## src/rtl/multiplier_pkg.sv

```systemverilog
// Shared definitions for the shift-and-add multiplier: state encoding,
// default operand width and the iteration-counter width helper.
package multiplier_pkg;

    localparam int DEFAULT_WIDTH = 4;

    localparam logic [1:0] ST_IDLE_ENC = 2'b00;
    localparam logic [1:0] ST_CALC_ENC = 2'b01;
    localparam logic [1:0] ST_DONE_ENC = 2'b10;

    typedef enum logic [1:0] {
        ST_IDLE = ST_IDLE_ENC,
        ST_CALC = ST_CALC_ENC,
        ST_DONE = ST_DONE_ENC
    } state_t;

    // Counter must be able to hold the values 0..width.
    function automatic int cnt_width(input int width);
        return $clog2(width + 1);
    endfunction

endpackage

```

## src/rtl/multiplier_if.sv

```systemverilog
// Start/Done/Ack handshake bundle for the multiplier. The master launches
// an operation with operands and acknowledges the product; the slave is
// the multiplier itself.
interface multiplier_if #(
    parameter int WIDTH = multiplier_pkg::DEFAULT_WIDTH
);
    logic                   start;
    logic                   ack;
    logic [WIDTH-1:0]       mult_q;
    logic [WIDTH-1:0]       mult_r;
    logic                   done;
    logic [2*WIDTH-1:0]     mult_p;

    modport master (
        output start, ack, mult_q, mult_r,
        input  done, mult_p
    );

    modport slave (
        input  start, ack, mult_q, mult_r,
        output done, mult_p
    );
endinterface

```

## src/rtl/multiplier_datapath.sv

```systemverilog
// Multiplier datapath: shifted multiplicand A, shifting multiplier B,
// running product P and iteration counter. Load initialises an operation,
// step performs one shift-and-add iteration. P is a plain register and is
// driven straight to the product output.
module multiplier_datapath
    import multiplier_pkg::*;
#(
    parameter int WIDTH = DEFAULT_WIDTH,
    parameter int CW    = cnt_width(DEFAULT_WIDTH)
) (
    input  logic                i_clk,
    input  logic                i_rst_n,
    input  logic                i_load,
    input  logic                i_step,
    input  logic [WIDTH-1:0]    i_q,
    input  logic [WIDTH-1:0]    i_r,
    output logic [2*WIDTH-1:0]  o_p,
    output logic [CW-1:0]       o_count,
    output logic                o_b_next_zero
);

    logic [2*WIDTH-1:0] r_a;
    logic [WIDTH-1:0]   r_b;
    logic [2*WIDTH-1:0] r_p;
    logic [CW-1:0]      r_count;

    // Load operands on launch, otherwise add-if-bit-set and shift once per step.
    always_ff @(posedge i_clk or negedge i_rst_n) begin
        if (!i_rst_n) begin
            r_a     <= {(2*WIDTH){1'b0}};
            r_b     <= {WIDTH{1'b0}};
            r_p     <= {(2*WIDTH){1'b0}};
            r_count <= {CW{1'b0}};
        end else if (i_load) begin
            r_a     <= {{WIDTH{1'b0}}, i_q};
            r_b     <= i_r;
            r_p     <= {(2*WIDTH){1'b0}};
            r_count <= {CW{1'b0}};
        end else if (i_step) begin
            if (r_b[0]) begin
                r_p <= r_p + r_a;
            end else begin
                r_p <= r_p;
            end
            r_a     <= r_a << 1;
            r_b     <= r_b >> 1;
            r_count <= r_count + CW'(1);
        end else begin
            r_a     <= r_a;
            r_b     <= r_b;
            r_p     <= r_p;
            r_count <= r_count;
        end
    end

    assign o_p           = r_p;
    assign o_count       = r_count;
    // No further multiplier bits remain once the current one is consumed.
    assign o_b_next_zero = ((r_b >> 1) == {WIDTH{1'b0}});

endmodule

```

## src/rtl/multiplier.sv

```systemverilog
// Sequential unsigned shift-and-add multiplier, WIDTH x WIDTH -> 2*WIDTH,
// with a Start/Done/Ack handshake. Control FSM lives here; the arithmetic
// is in multiplier_datapath.
// Optional build macro MULT_EARLY_EXIT_EN: finish as soon as the remaining
// multiplier bits are all zero instead of always iterating WIDTH times.
module multiplier
    import multiplier_pkg::*;
#(
    parameter int WIDTH = DEFAULT_WIDTH
) (
    input  logic        i_clk,
    input  logic        i_rst_n,
    multiplier_if.slave bus
);

    localparam int CW = cnt_width(WIDTH);

`ifdef MULT_EARLY_EXIT_EN
    localparam logic EARLY_EXIT = 1'b1;
`else
    localparam logic EARLY_EXIT = 1'b0;
`endif

    state_t              r_state;
    logic                r_done;
    logic                w_load;
    logic                w_step;
    logic                w_last;
    logic                w_b_next_zero;
    logic [CW-1:0]       w_count;
    logic [2*WIDTH-1:0]  w_p;

    // Start only matters in IDLE; iterations only happen in CALC.
    assign w_load = (r_state == ST_IDLE) && bus.start;
    assign w_step = (r_state == ST_CALC);
    // Current CALC edge is the final one (count still holds the pre-increment value).
    assign w_last = (w_count == CW'(WIDTH - 1)) || (EARLY_EXIT && w_b_next_zero);

    multiplier_datapath #(
        .WIDTH (WIDTH),
        .CW    (CW)
    ) u_datapath (
        .i_clk         (i_clk),
        .i_rst_n       (i_rst_n),
        .i_load        (w_load),
        .i_step        (w_step),
        .i_q           (bus.mult_q),
        .i_r           (bus.mult_r),
        .o_p           (w_p),
        .o_count       (w_count),
        .o_b_next_zero (w_b_next_zero)
    );

    // Control FSM with registered Done: IDLE -> CALC -> DONE -> IDLE.
    always_ff @(posedge i_clk or negedge i_rst_n) begin
        if (!i_rst_n) begin
            r_state <= ST_IDLE;
            r_done  <= 1'b0;
        end else begin
            case (r_state)
                ST_IDLE: begin
                    r_done <= 1'b0;
                    if (bus.start) begin
                        r_state <= ST_CALC;
                    end else begin
                        r_state <= ST_IDLE;
                    end
                end
                ST_CALC: begin
                    if (w_last) begin
                        r_state <= ST_DONE;
                        r_done  <= 1'b1;
                    end else begin
                        r_state <= ST_CALC;
                        r_done  <= 1'b0;
                    end
                end
                ST_DONE: begin
                    if (bus.ack) begin
                        r_state <= ST_IDLE;
                        r_done  <= 1'b0;
                    end else begin
                        r_state <= ST_DONE;
                        r_done  <= 1'b1;
                    end
                end
                default: begin
                    r_state <= ST_IDLE;
                    r_done  <= 1'b0;
                end
            endcase
        end
    end

    assign bus.done   = r_done;
    assign bus.mult_p = w_p;

endmodule

```

## src/flat_wrapper.sv

```systemverilog
// flat-port wrapper written by rule: the top's interface ports become plain ports
module multiplier_flat import multiplier_pkg::*;
#(
    parameter int WIDTH = DEFAULT_WIDTH
)
  (i_clk, i_rst_n, bus_start, bus_ack, bus_mult_q, bus_mult_r, bus_done, bus_mult_p);
  multiplier_if #(.WIDTH(WIDTH)) bus_i ();
  input  logic i_clk;
  input  logic i_rst_n;
  input wire logic [$bits(bus_i.start)-1:0] bus_start;
  input wire logic [$bits(bus_i.ack)-1:0] bus_ack;
  input wire logic [$bits(bus_i.mult_q)-1:0] bus_mult_q;
  input wire logic [$bits(bus_i.mult_r)-1:0] bus_mult_r;
  output wire logic [$bits(bus_i.done)-1:0] bus_done;
  output wire logic [$bits(bus_i.mult_p)-1:0] bus_mult_p;
  assign bus_i.start = bus_start;
  assign bus_i.ack = bus_ack;
  assign bus_i.mult_q = bus_mult_q;
  assign bus_i.mult_r = bus_mult_r;
  assign bus_done = bus_i.done;
  assign bus_mult_p = bus_i.mult_p;
  multiplier #(.WIDTH(WIDTH)) u_core (.i_clk(i_clk), .i_rst_n(i_rst_n), .bus(bus_i));
endmodule
```

## config.mk

```make
export PLATFORM = sky130hd
export DESIGN_NAME = multiplier_flat
export DESIGN_NICKNAME = d
export VERILOG_FILES = /design/src/rtl/multiplier_pkg.sv /design/src/rtl/multiplier_if.sv /design/src/rtl/multiplier_datapath.sv /design/src/rtl/multiplier.sv /design/src/flat_wrapper.sv
export SDC_FILE = /design/constraint.sdc
export NUM_CORES = 1
export LEC_CHECK = 0
export CORE_UTILIZATION = 30
export DETAILED_ROUTE_END_ITERATION = 8
export DONT_BUFFER_PORTS = 1
export GPL_ROUTABILITY_DRIVEN = 1
export PLACE_DENSITY_LB_ADDON = 0.08
export SYNTH_ARGS = -nofsm -noshare
export SYNTH_HDL_FRONTEND = slang
export SYNTH_SLANG_ARGS = --single-unit
```

## constraint.sdc

```tcl
create_clock -name i_clk -period 2.34 [get_ports i_clk]
set_input_delay 0.468 -clock i_clk [delete_from_list [all_inputs] [get_ports i_clk]]
set_output_delay 0.468 -clock i_clk [all_outputs]
set_load 0.02 [all_outputs]
```

# Word-level counts from Yosys, hierarchy flattened
# Cells that the tools add are included.
# totals
reg_bits	26
input_bits	12
output_inout_bits	9
wordCells	32
# op_classes
addsub	2
eq_ne	3
mux	16
reduce_logical	5
# ops
cell	n
$mux W8	5
$add A8 B8 Y8	1
$mux W4	2
$mux W3	2
$pmux W2 S3	1
$mux W2	2
$reduce_bool A2 Y1	2
$add A3 B1 Y3 const B	1
$eq A3 B2 Y1 const B	1
$mux W1	3
$eq A2 B1 Y1 const B	1
$eq A2 B2 Y1 const B	1
$logic_not A2 Y1	1
$pmux W1 S2	1
$reduce_and A2 Y1	1
$logic_and A1 B1 Y1	1

# Depth between registers and ports, before layout
# logic_depth
depth_word	4
ltp_mapped	8
mapped_depth_nobuf	8

# Modules after synthesis
# From an unflattened synthesis, not the netlist that was laid out.
# unflattened
cells_unflattened	150
area_unflattened_um2	1501.4
# by_module_without_submodules
module	instances	cells_each	area_each_um2	seq_area_each_um2
multiplier_datapath	1	131	1293.7	575.6
multiplier	1	19	207.7	75.1

# Worst setup path before layout
# OpenSTA, ideal clock, no wires.
# synth_timing
path_kind	register -> register
start	reg u_core.u_datapath.r_p[0] (netlist: u_core.u_datapath.o_p[0])
end	reg u_core.u_datapath.r_p[6] (netlist: u_core.u_datapath.o_p[6])
setup_ps	69
t_arrival_ps	1889
required_time_ps	2271
slack_ps	383
path_stages_with_launch	9
n_path_buf	0
period_less_slack_ps	1957
path_cell_list	dfrtp_1 > ha_1 > inv_1 > fa_1 > nor2b_4 > o21a_2 > o21bai_2 > a2111o_1 > nand3_1
# synth_via
elab_chain_len	4
# synth_lines
item	line_no	text
start, declared	multiplier_datapath.sv:24	logic [2*WIDTH-1:0] r_p;
start signal, assigned	multiplier_datapath.sv:32	r_p <= {(2*WIDTH){1'b0}};
start signal, assigned	multiplier_datapath.sv:37	r_p <= {(2*WIDTH){1'b0}};
start signal, assigned	multiplier_datapath.sv:41	r_p <= r_p + r_a;
$add A8 B8 Y8	multiplier_datapath.sv:41	
$mux W8	multiplier_datapath.sv:40	if (r_b[0]) begin
$mux W8	multiplier_datapath.sv:39	end else if (i_step) begin
$mux W8	multiplier_datapath.sv:34	end else if (i_load) begin
# No other way between the ends. The select of a mux whose other input is x is not followed.
# A chain may end at the register's enable or synchronous reset.

# Worst setup path in the final report
# layout_timing
start	reg u_core.u_datapath.r_p[1] (netlist: u_core.u_datapath.o_p[1])
end	reg u_core.u_datapath.r_p[6] (netlist: u_core.u_datapath.o_p[6])
# The elaborated chain is that of the path after synthesis.

==> results by group <==
Status
  – Status: finished clean

CTS
  – TritonCTS clock tree: built
  – Root buf cell: clkbuf_8
  – Clock latency on the worst-skew pair: 0.27 ns
  – H-tree levels: 1
  – Clock-pin slew on the worst setup and hold paths: 0.10 ns
  – TritonCTS buffer count: 3
  – Sink Count: 26
  – CTS resizes: 0
  – Setup bufs post-CTS: 0
  – Clock buffer depth: 2

STA
  – Worst-margin pin slew: 0.3469 ns
  – Maximum clock frequency: 512.8 MHz
  – Setup tns final: 0 ns
  – Endpoints failing hold: 0
  – Max-slew violations: 0
  – Final setup vio count: 0
  – Period utilisation layout: 0.8334
  – Period minus WS final: 1.950 ns
  – Relative slew slack: 0.7687
  – Clock Skew: 0.005477 ns
  – RSZ-0062 raised after global routing: no

Global routing
  – Largest net degree at the start of global routing: 27
  – GRT Resource Usage Total: 0.1247
  – First-pass GRT wire length: 4995 um
  – Total congestion overflow: 0
  – Vias in the first global route: 1016
  – Initial antenna violation count: 0

Critical path
  – Worst Reg-to-Reg Cells: 7
  – Slowest CP cell: dfrtp_1
  – Critical path cell sequence: inv_1, fa_1, nor2b_4, o21a_2, o21bai_2, a2111o_1, nand3_1
  – Slowest stage delay, CP: 0.52 ns
  – Worst reg2reg path startpoint: u_core.u_datapath.o_p[1]$_DFFE_PN0P_
  – Critical path arrival: 2.17 ns
  – Worst R2R End: u_core.u_datapath.o_p[6]$_DFFE_PN0P_
  – Crit path capture type: flip-flop
  – CP Launch Type: flip-flop
  – Critical Setup Path Class: reg -> reg
  – CP Max Fanout: 4
  – Required @ worst endpoint: 2.56 ns
  – R2R Setup Slk: 0.39 ns

Routing
  – DRC viols: 0
  – Vias: 1085
  – Overall routed net length: 3128 um
  – Routed Antenna Nets: 0
  – Drt initial violations: 20
  – Drt pass-1 iters: 4
  – DR vias/cell: 4.801
  – Wire per inst: 13.84 um

Power and ir drop
  – Net Sw Frac: 0.4083
  – Power Density: 1293 nW/um^2
  – Clock power share: 0.170
  – Net load switching power: 0.9131 mW
  – LEAKAGE: 0.7918 nW
  – Comb power frac: 0.457
  – P_int: 1.324 mW
  – Peak VDD IR: 0.4462 mV
  – Sequential share of power: 0.372

Min path
  – Hold Path Origin: bus_mult_r[3]
  – Hold path cells: 2
  – Min-delay worst type: in -> reg
  – Hold Path Sink: u_core.u_datapath.r_b[3]$_DFFE_PN0P_

Synth
  – Largest family of logic cells by synthesized area: simple AND/OR/NAND/NOR gates
  – Post-synth top cells: dfrtp_1, nand2_1, nor2_1
  – Count leader, synth: dfrtp_1
  – Synth top area share: 0.4228
  – Post-synth EDFFs: 0
  – Synth area leader: dfrtp_1
  – FF+latch count, synth: 26
  – Multiplexer area fraction after synthesis: 0.09187
  – Cell count after synthesis: 154
  – Async S/R FF share, synth: 1.000
  – Register area share after synthesis: 0.4228
  – Syn nets: 180
  – Synth Area in Adders: 0.1187
  – Ys flop type: dfrtp_1
  – Post-Synth XOR/XNOR Area: 0.005691
  – Simple-gate share of the synthesized area: 0.1846
  – Post-synthesis compound-gate area fraction: 0.1390
  – Ranking of synthesized cells by area: dfrtp_1, ha_1, mux2i_1
  – Ys Warns: 0
  – Synth Cell Area: 1539 sq um
  – Syn avg cell area: 9.993 sq um
  – Cell variety after synth: 41

Die
  – # rows: 25
  – Core area: 4817 sq um
  – Die extent in y: 73.63 um
  – DIE WIDTH: 73.63 um
  – Die area: 5421 sq um
  – Initial Util: 0.3195
  – IO Pins: 21

Finish
  – Multi-input gate area: 830.8 sq um
  – Register area: 650.6 sq um
  – Diodes inserted: 0
  – Area grow syn2layout: 12.44%
  – Final Util: 0.3592
  – Layout cells sized above 1: 0.1321
  – Filler cell count: 497
  – Final net count: 186

Run
  – Max-Cap Viols: 0

Placed design
  – Buffers on Ports: 0
  – Detailed-placement wirelength estimate: 2306 um
  – RePlAce Congestion: 0.7499
## sequential cells by signal, indices dropped and copies added (netlist names)
register,flops
u_core.bus.done,1
u_core.r_state,2
u_core.u_datapath.o_count,3
u_core.u_datapath.o_p,8
u_core.u_datapath.r_a,8
u_core.u_datapath.r_b,4
## worst max-delay path: cells and delay by family (launching register included)
kind	cells	cell delay, ns
buf+inv	1	0.11
compound gates	3	0.57
fa+ha+maj	1	0.48
flops	1	0.52
simple gates	2	0.21
## cell type report
cell class	instances	share of cell area
well taps	67	0.04845
clock buffers	3	0.02386
clock inverters	1	0.01735
flip-flops and latches	26	0.3760
repair buffers	7	0.03905
multi-input cells	115	0.4801
inverters	7	0.01518
## worst max path at each step
stage	from	endpoint	slack (ns)
after floorplan	u_core.u_datapath.o_p[0]$_DFFE_PN0P_	u_core.u_datapath.o_p[6]$_DFFE_PN0P_	0.38
after global placement	u_core.u_datapath.o_p[1]$_DFFE_PN0P_	u_core.u_datapath.o_p[6]$_DFFE_PN0P_	0.44
after detailed placement	u_core.u_datapath.o_p[1]$_DFFE_PN0P_	u_core.u_datapath.o_p[6]$_DFFE_PN0P_	0.40
after CTS	u_core.u_datapath.o_p[1]$_DFFE_PN0P_	u_core.u_datapath.o_p[6]$_DFFE_PN0P_	0.37
after global routing	u_core.u_datapath.o_p[1]$_DFFE_PN0P_	u_core.u_datapath.o_p[6]$_DFFE_PN0P_	0.28
final	u_core.u_datapath.o_p[1]$_DFFE_PN0P_	u_core.u_datapath.o_p[6]$_DFFE_PN0P_	0.39
## metal layers
layer / up-vias / GRT usage / wire length, um / part of all wire
li1: 543 / - / - / -
met1: 527 / 0.1734 / 1583 / 0.51
met2: 13 / 0.1916 / 1465 / 0.47
met3: 2 / 0.02469 / 54 / 0.017
met4: 0 / 0.04487 / 24 / 0.0077
met5: - / 0 / 0 / 0
## cells by family (layout without fill, tap and decap cells)
family,count (synthesis),count (layout)
DFF,26,26
and+or+nand+nor,55,55
adders and majority gates,14,14
muxes,14,14
AOI/OAI and AO/OA,31,31
buffers and inverters,13,18
xor gates and xnor gates,1,1
## through the flow
step                cell area [sq um]  power, mW  instances  setup slack, ns  hold slack [ns]
global route                     1730      2.441        226           0.2834           0.2866
floorplan                        1539      1.633        154           0.3825           0.1724
detailed placement               1629      1.867        220           0.4015           0.1731
finish                           1730      2.237        226           0.3899           0.2924
CTS                              1730      2.276        226           0.3685           0.2892
global placement                 1629      1.854        220           0.4363           0.1733
## power by group through the flow
stage                     Sequential, mW  Clock (mW)  Combinational, mW
final                              0.833       0.381               1.02
after global routing               0.860       0.423               1.16
after CTS                          0.837       0.397               1.04
after detailed placement           0.848           0               1.02
after global placement             0.841           0               1.01
after floorplan                    0.799           0              0.834
## timing repair
action                                  CTS  global route
hold buffers                              2             0
endpoints found under the setup margin    0             0
hold endpoints to repair                 26             0
## placed cells by master, fill, tap and decap left out, types with 2 or more instances in the layout
master,count
a21o_1,2
o21ai_1,2
nand3b_1,2
nor2_1,14
nand2_1,19
buf_4,5
o21ai_0,8
inv_1,7
nand3_1,3
a21oi_1,6
a211oi_2,2
ha_1,13
nor2b_1,2
clkbuf_8,3
and2_1,3
mux2i_1,13
nor4b_1,2
nor3_1,3
dfrtp_1,26
Note: power is estimated with default switching activity, not from simulation.
